$ cat config.mk
export PLATFORM = sky130hd
export DESIGN_NAME = au_neg_seq
export DESIGN_NICKNAME = d
export VERILOG_FILES = /design/src/rtl/au_pkg.sv /design/src/rtl/au_neg_dig.sv /design/src/rtl/au_neg_seq.sv
export SDC_FILE = /design/constraint.sdc
export NUM_CORES = 1
export LEC_CHECK = 0
export ABC_CLOCK_PERIOD_IN_PS = 1800
export CORE_UTILIZATION = 46
export CTS_CLUSTER_DIAMETER = 80
export DETAILED_ROUTE_END_ITERATION = 8
export PLACE_DENSITY_LB_ADDON = 0.1
export SYNTH_ARGS = -nofsm -noshare
export SYNTH_HDL_FRONTEND = slang
export SYNTH_SLANG_ARGS = --single-unit
$ cat constraint.sdc
create_clock -name clk -period 1.8 [get_ports clk]
set_clock_uncertainty 0.1 [all_clocks]
set_input_delay 0.36 -clock clk [delete_from_list [all_inputs] [get_ports clk]]
set_output_delay 0.36 -clock clk [all_outputs]
set_load 0.05 [all_outputs]
$ cat src/rtl/au_pkg.sv
// au_pkg -- shared definitions for the digit-serial sign-conditioning unit.
//   * operation encodings for the 2-bit op input
//   * FSM state encoding
//   * constant helpers for digit count and counter width
//   * the invert decision shared by every operation
package au_pkg;

  localparam logic [1:0] AU_OP_PASS = 2'b00;
  localparam logic [1:0] AU_OP_NEG  = 2'b01;
  localparam logic [1:0] AU_OP_ABS  = 2'b10;
  localparam logic [1:0] AU_OP_NABS = 2'b11;

  typedef enum logic [1:0] {
    ST_IDLE = 2'b00,
    ST_RUN  = 2'b01,
    ST_DONE = 2'b10
  } au_state_e;

  // Number of DIGIT-wide slices needed to cover WIDTH bits.
  function automatic int ceil_div(input int n, input int d);
    return (n + d - 1) / d;
  endfunction

  // Width of a counter that must hold 0..n-1, never narrower than one bit.
  function automatic int cnt_width(input int n);
    return (n <= 2) ? 1 : $clog2(n);
  endfunction

  // One's-complement-and-increment is needed when the result must have the
  // opposite sign of the operand: always for negate, for abs when the operand
  // is negative, for -|a| when it is non-negative.
  function automatic logic inv_flag(input logic [1:0] op, input logic sign);
    logic inv;
    case (op)
      AU_OP_PASS: inv = 1'b0;
      AU_OP_NEG:  inv = 1'b1;
      AU_OP_ABS:  inv = sign;
      AU_OP_NABS: inv = ~sign;
      default:    inv = 1'b0;
    endcase
    return inv;
  endfunction

endpackage

$ cat src/rtl/au_neg_dig.sv
// au_neg_dig -- one DIGIT-bit slice of the conditional complementer.
// Computes {cout, sum} = (d XOR {DIGIT{inv}}) + cin.
// Ports:
//   d    [DIGIT-1:0]  operand digit
//   inv               invert this digit before adding
//   cin               carry in from the previous (less significant) digit
//   sum  [DIGIT-1:0]  result digit
//   cout              carry out to the next digit
module au_neg_dig #(
  parameter int DIGIT = 4
) (
  input  logic [DIGIT-1:0] d,
  input  logic             inv,
  input  logic             cin,
  output logic [DIGIT-1:0] sum,
  output logic             cout
);

  always_comb begin
    {cout, sum} = {1'b0, d ^ {DIGIT{inv}}} + {{DIGIT{1'b0}}, cin};
  end

endmodule

$ cat src/rtl/au_neg_seq.sv
// au_neg_seq -- digit-serial pass / negate / abs / -abs unit.
// The operand is captured on an accepted start and processed DIGIT bits per
// cycle, LSB first, through a single au_neg_dig slice with a registered carry.
// The result is published on z (with ovf) only when the last digit is done.
// Ports:
//   clk                 rising-edge clock
//   rst                 synchronous reset, active high
//   start               request, accepted in IDLE or DONE
//   a     [WIDTH-1:0]   operand, sampled on accepted start
//   op    [1:0]         00 pass, 01 negate, 10 abs, 11 -|a|
//   busy                operation in progress
//   done                one-cycle pulse, z/ovf just updated
//   z     [WIDTH-1:0]   result, held until the next operation completes
//   ovf                 signed overflow (negate/abs of the most-negative value)
module au_neg_seq
  import au_pkg::*;
#(
  parameter int WIDTH = 16,
  parameter int DIGIT = 4
) (
  input  logic             clk,
  input  logic             rst,
  input  logic             start,
  input  logic [WIDTH-1:0] a,
  input  logic [1:0]       op,
  output logic             busy,
  output logic             done,
  output logic [WIDTH-1:0] z,
  output logic             ovf
);

  localparam int NDIG = ceil_div(WIDTH, DIGIT);
  // Internal registers are padded to whole digits; the padding bits of the
  // operand are zero and the padding bits of the result never reach z.
  localparam int PW   = NDIG * DIGIT;
  localparam int CW   = cnt_width(NDIG);

  localparam logic [CW-1:0]    LAST_DIG = CW'(NDIG - 1);
  localparam logic [WIDTH-1:0] ONE      = 1;
  localparam logic [WIDTH-1:0] MOST_NEG = ONE << (WIDTH - 1);

  au_state_e state, state_next;

  logic [PW-1:0]    opnd;      // remaining operand digits, shifted right
  logic [PW-1:0]    res;       // result digits, shifted in from the top
  logic [PW-1:0]    res_next;
  logic [CW-1:0]    cnt;
  logic             carry;
  logic             inv_r;
  logic             ovf_r;     // overflow decided at accept, shown at done
  logic             accept;
  logic             inv_new;
  logic             last_dig;
  logic [DIGIT-1:0] dig_sum;
  logic             dig_cout;

  assign inv_new  = inv_flag(op, a[WIDTH-1]);
  assign last_dig = (cnt == LAST_DIG);

  au_neg_dig #(
    .DIGIT (DIGIT)
  ) u_dig (
    .d    (opnd[DIGIT-1:0]),
    .inv  (inv_r),
    .cin  (carry),
    .sum  (dig_sum),
    .cout (dig_cout)
  );

  // After NDIG shifts the first digit processed sits at bit 0.
  assign res_next = (res >> DIGIT) | (PW'(dig_sum) << (PW - DIGIT));

  // NOTE: sequential state uses non-blocking assignments so every register
  // samples the values from before the edge, independent of statement order.
  always_ff @(posedge clk) begin
    if (rst) state <= ST_IDLE;
    else     state <= state_next;
  end

  // NOTE: every output of this block gets a default first, so no path through
  // the case leaves a signal unassigned and no latch is inferred.
  always_comb begin
    state_next = state;
    busy       = 1'b0;
    done       = 1'b0;
    accept     = 1'b0;
    case (state)
      ST_IDLE: begin
        if (start) begin
          accept     = 1'b1;
          state_next = ST_RUN;
        end
      end
      ST_RUN: begin
        busy = 1'b1;
        if (last_dig) state_next = ST_DONE;
      end
      ST_DONE: begin
        done = 1'b1;
        if (start) begin
          accept     = 1'b1;
          state_next = ST_RUN;
        end else begin
          state_next = ST_IDLE;
        end
      end
      default: state_next = ST_IDLE;
    endcase
  end

  always_ff @(posedge clk) begin
    if (rst) begin
      opnd  <= '0;
      res   <= '0;
      cnt   <= '0;
      carry <= 1'b0;
      inv_r <= 1'b0;
      ovf_r <= 1'b0;
      z     <= '0;
      ovf   <= 1'b0;
    end else if (accept) begin
      opnd  <= PW'(a);
      res   <= '0;
      cnt   <= '0;
      carry <= inv_new;
      inv_r <= inv_new;
      ovf_r <= inv_new & (a == MOST_NEG);
    end else if (state == ST_RUN) begin
      opnd  <= opnd >> DIGIT;
      res   <= res_next;
      carry <= dig_cout;
      if (last_dig) begin
        cnt <= '0;
        // Publish only the complete result, so z never shows partial digits.
        z   <= res_next[WIDTH-1:0];
        ovf <= ovf_r;
      end else begin
        cnt <= cnt + CW'(1);
      end
    end
  end

endmodule

After elaboration in Yosys (flattened, before gate mapping)
Index checks and enable logic that the tools add are counted.

operators by class
  $add $sub $neg = 2
  equality and inequality tests = 9
  multiplexer cells = 14
  bitwise logic cells = 5
  reductions and logical operators = 7

operators by type and width
  kind                                                                   count
  16-bit two-way mux                                                     2
  16-bit equality test, second input constant                            1
  12-bit by 16-bit OR with 16-bit output                                 1
  2-bit equality test, second input constant                             4
  1-bit two-way mux                                                      7
  2-bit two-way mux                                                      3
  2-bit one-hot mux with 3 select lines                                  1
  4-bit by 1-bit adder with 5-bit output                                 1
  2-bit by 1-bit equality test with 1-bit output, second input constant  2
  2-bit zero test                                                        2
  2-bit inequality test, second input constant                           2
  1-bit one-hot mux with 4 select lines                                  1
  2-bit OR reduction                                                     2
  4-bit bitwise XOR                                                      1
  3-bit AND reduction                                                    1
  2-bit by 1-bit adder with 2-bit output, second input constant          1
  1-bit inverter                                                         2
  2-bit AND reduction                                                    1
  2-bit nonzero test                                                     1
  1-bit AND                                                              1

word-level totals
  flip-flop bits (word level) = 56
  input port bits = 21
  logic and storage cells = 46

Longest topological paths before layout
  depth in word-level cells = 5
  gate-level depth with buffers = 8
  gate-level depth less buffers = 7

Hierarchy
A second synthesis with hierarchy kept.

second synthesis, totals
  cells, all modules = 257
  area total of the unflattened synthesis = 2122.0 um2

by module, submodules not included
  module      times used  cells an instance  area each (um2)
  au_neg_seq  1           238                1970.6
  au_neg_dig  1           19                 151.4

Worst setup path before layout
Ideal clock, no wire load.

  path type = flip-flop to flip-flop
  start point = register inv_r
  end point = register z[15]
  setup time = 88 ps
  data arrival time = 1513 ps
  data required time = 1612 ps
  slack = 99 ps
  stages on the path, launching flop included = 8
  path buffers = 1
  clock period less this slack = 1701 ps
  cell sequence = dfxtp_1 > buf_4 > xor2_1 > ha_1 > nand2b_1 > a21oi_2 > or3_1 > a311oi_2

on the way
  longest elaborated chain between the ends = 3

ends and longest elaborated chain
  element                                 RTL line           RTL
  start: declaration                      au_neg_seq.sv:49   logic inv_r;
  start signal: assignment                au_neg_seq.sv:126  inv_r <= inv_new;
  4-bit bitwise XOR                       au_neg_dig.sv:20   {cout, sum} = {1'b0, d ^ {DIGIT{inv}}} + {{DIGIT{1'b0}}, cin};
  4-bit by 1-bit adder with 5-bit output  au_neg_dig.sv:20
  12-bit by 16-bit OR with 16-bit output  au_neg_seq.sv:71   assign res_next = (res >> DIGIT) | (PW'(dig_sum) << (PW - DIGIT));
  end signal: assignment                  au_neg_seq.sv:135  z <= res_next[WIDTH-1:0];
  end: declaration                        au_neg_seq.sv:28   output logic [WIDTH-1:0] z,

No other way between the ends.
A chain may end at the register's enable or synchronous reset.

Worst setup path after layout
  start point = register opnd[0]
  end point = register res[14]

on the way
  longest elaborated chain between the ends = 3

ends and longest elaborated chain
  element                                 RTL line           RTL
  start: declaration                      au_neg_seq.sv:44   logic [PW-1:0] opnd;
  start signal: assignment                au_neg_seq.sv:122  opnd <= PW'(a);
  start signal: assignment                au_neg_seq.sv:129  opnd <= opnd >> DIGIT;
  4-bit bitwise XOR                       au_neg_dig.sv:20
  4-bit by 1-bit adder with 5-bit output  au_neg_dig.sv:20
  12-bit by 16-bit OR with 16-bit output  au_neg_seq.sv:71
  end signal: assignment                  au_neg_seq.sv:130  res <= res_next;
  end: declaration                        au_neg_seq.sv:45   logic [PW-1:0] res;

No other way between the ends.

==> metrics <==
Hold Crit Start z[13]; syn_nets 279; clock slew at reported path FFs 0.09 ns; GRT Total Usage 0.205; Req. time, crit path 1.93 ns; drt via density 5.19; final hold violation count 0; endpoints failing setup 0; number of buffers created by CTS 5; f_max 591 MHz; worst setup margin 0.107 ns; die area 4800 µm²; final cell count without fillers 350; vias in the first global route 1667; Hold/Removal Path Class reg -> reg; Area Overhead vs Synth 27.9%; relative slew slack 0.688; sequential area share after synthesis 0.500; Post-DP Area 2550 µm²; MaxCap Viol Count 0; I/O pin total 40; initial antenna violation count 0; min Tclk post-route 1.69 ns; uppermost routed layer met4; Overflow after GRT 0; Post-Synthesis Cells 255; Reg2Reg Depth 7; Slowest-stage cell, CP dfxtp_1; CP Capture Type flip-flop; Final ANT Viol Nets 0; Post-Place Cells 342; met2 WL post-DR 2000 µm; CTS root buffer clkbuf_8; Fillers 402; EDFF count, synth 0; num rows 24; postcts setup bufs 0; RSZ-0062 raised after global routing false; residual DRC count 0; initial core utilization 0.478; Hold Path Sink z[13]; clock buffer depth 2; die width 69.3 µm; crit-path max cell delay 0.39 ns; setup TNS 0 ns; post-synthesis register bit count 52; Worst Tran Pin Value 0.462 ns; DR WL/cell 13.2 µm; PwrDens 841 nW/µm²; design area 2660 µm²; Slew Limit Fails 0; reg2reg start opnd[0]; Routed met3 length 124 µm; leakage dissipation 0.000986 µW; diodes inserted 0; commonest non-fill, non-tap cell in the layout nand2_1; cell accounting for the most synthesized area dfxtp_1; first-pass GRT wire length 7920 µm; flop2flop setup slack 0.11 ns; Distinct cells, synth 32; CTS tree built; Post-Syn Area 2080 µm²; DR vias 1815; PortBufs 39; Worst setup SP type flip-flop; Detailed Route WL 4600 µm; DP Worst Slack -0.0845 ns; H-tree Lvls 2; Syn Area/Cell 8.16 µm²; most frequent cells in the layout nand2_1, dfxtp_1, a21oi_1; final period utilization 0.941; Tot Pwr 2240 µW; placed wire-length estimate 3260 µm; pin count of the biggest net entering global routing 31; Core Area 4350 µm²; worst vdd ir 0.520 mV; status finished, final reports clean; synth top area cells dfxtp_1, nand2_1, a21oi_1, nor2_1, nor3_1; Max FO, Critical Path 3; Synth top area share 0.500; CP Cell Sequence xor2_2 -> ha_2 -> ha_2 -> xnor2_1 -> xnor2_1 -> nand2_1 -> a21oi_1; Die Ht 69.3 µm; layout cells sized above 1 0.161; Reg area 1040 µm²; WHS Path Cells 2; WS Path Type reg -> reg; top_reg_cell synth dfxtp_1; nets 321; R2R Path End res[14]; Worst-Skew Late Latency 0.30 ns; # clock sinks 52; DR pass1 iterations 4; area of the multi-input gates 967 µm²; Final Wtd Congestion 0.764; DRT iter0 DRCs 75; YS warnings 0; ys async rst share 0; CP arrival 1.83 ns; metal1 wirelength 2460 µm
## kinds of logic after synthesis
kind of cell / Yosys count / synth area share
AO/OA/AOI/OAI: 52 / 0.154
XOR/XNOR: 5 / 0.0210
adder cells (fa/ha/maj): 3 / 0.0180
buffers and inverters: 18 / 0.0415
flip-flops: 52 / 0.500
multiplexers: 4 / 0.0192
AND/OR/NAND/NOR: 121 / 0.246
## layer usage
layer	GRT usage	up-vias
met5	0	-
li1	-	950
met4	0.0794	0
met1	0.296	832
met2	0.298	31
met3	0.0436	2
## cell type report
class / count / area share
Multi-Input combinational cell: 185 / 0.363
Clock buffer: 8 / 0.0338
Sequential cell: 52 / 0.391
Tap cell: 52 / 0.0244
Timing Repair Buffer: 52 / 0.186
Inverter: 1 / 0.00141
## power by group
part	switching, µW	leakage [µW]	internal, µW
combinational	173	0.000517	153
clock	368	0.0000455	315
sequential	35.5	0.000423	1190
## what timing repair did
item	in CTS	in global routing
hold buffers	0	0
resized for setup	0	5
setup endpoints to repair	0	4
## sequential cells by signal, summed over array words and instances (netlist names)
name and cells:
cnt 2, state 2, ovf 1, ovf_r 1, res 12, z 16, inv_r 1, carry 1
opnd 16
## cells in the mapped netlist (all sizes together) (4+ instances only)
cell    number
nand2       71
nor3        15
clkbuf       7
nor2        21
nand2b       5
buf         10
o22ai        9
a311oi       5
mux2i        4
a21oi       32
dfxtp       52
## critical path: cells and delay by family (launching register included)
| kind | cells | cell delay, ns |
|---|---|---|
| fa+ha+maj | 2 | 0.41 |
| simple gates | 1 | 0.09 |
| xor+xnor | 3 | 0.50 |
| compound gates | 1 | 0.12 |
| flops | 1 | 0.39 |
## how the worst max path moves through the flow
stage          depth (start not counted)      from  slack (ns)      end
6_report                               7   opnd[0]        0.11  res[14]
5_1_grt                                7   opnd[0]       0.005  res[14]
4_1_cts                                4  state[1]        0.05     busy
3_5_place_dp                           4     a[15]       -0.08    ovf_r
3_3_place_gp                           4     a[15]       -0.02    ovf_r
2_1_floorplan                          7     inv_r         0.1    z[15]
## per-stage QoR
stage,utilization,hold slack [ns]
detailed placement,0.587,0.347
global route,0.611,0.377
finish,0.611,0.356
global placement,0.587,0.343
floorplan,-,0.320
CTS,0.607,0.359
(Power assumes the default switching activity.)
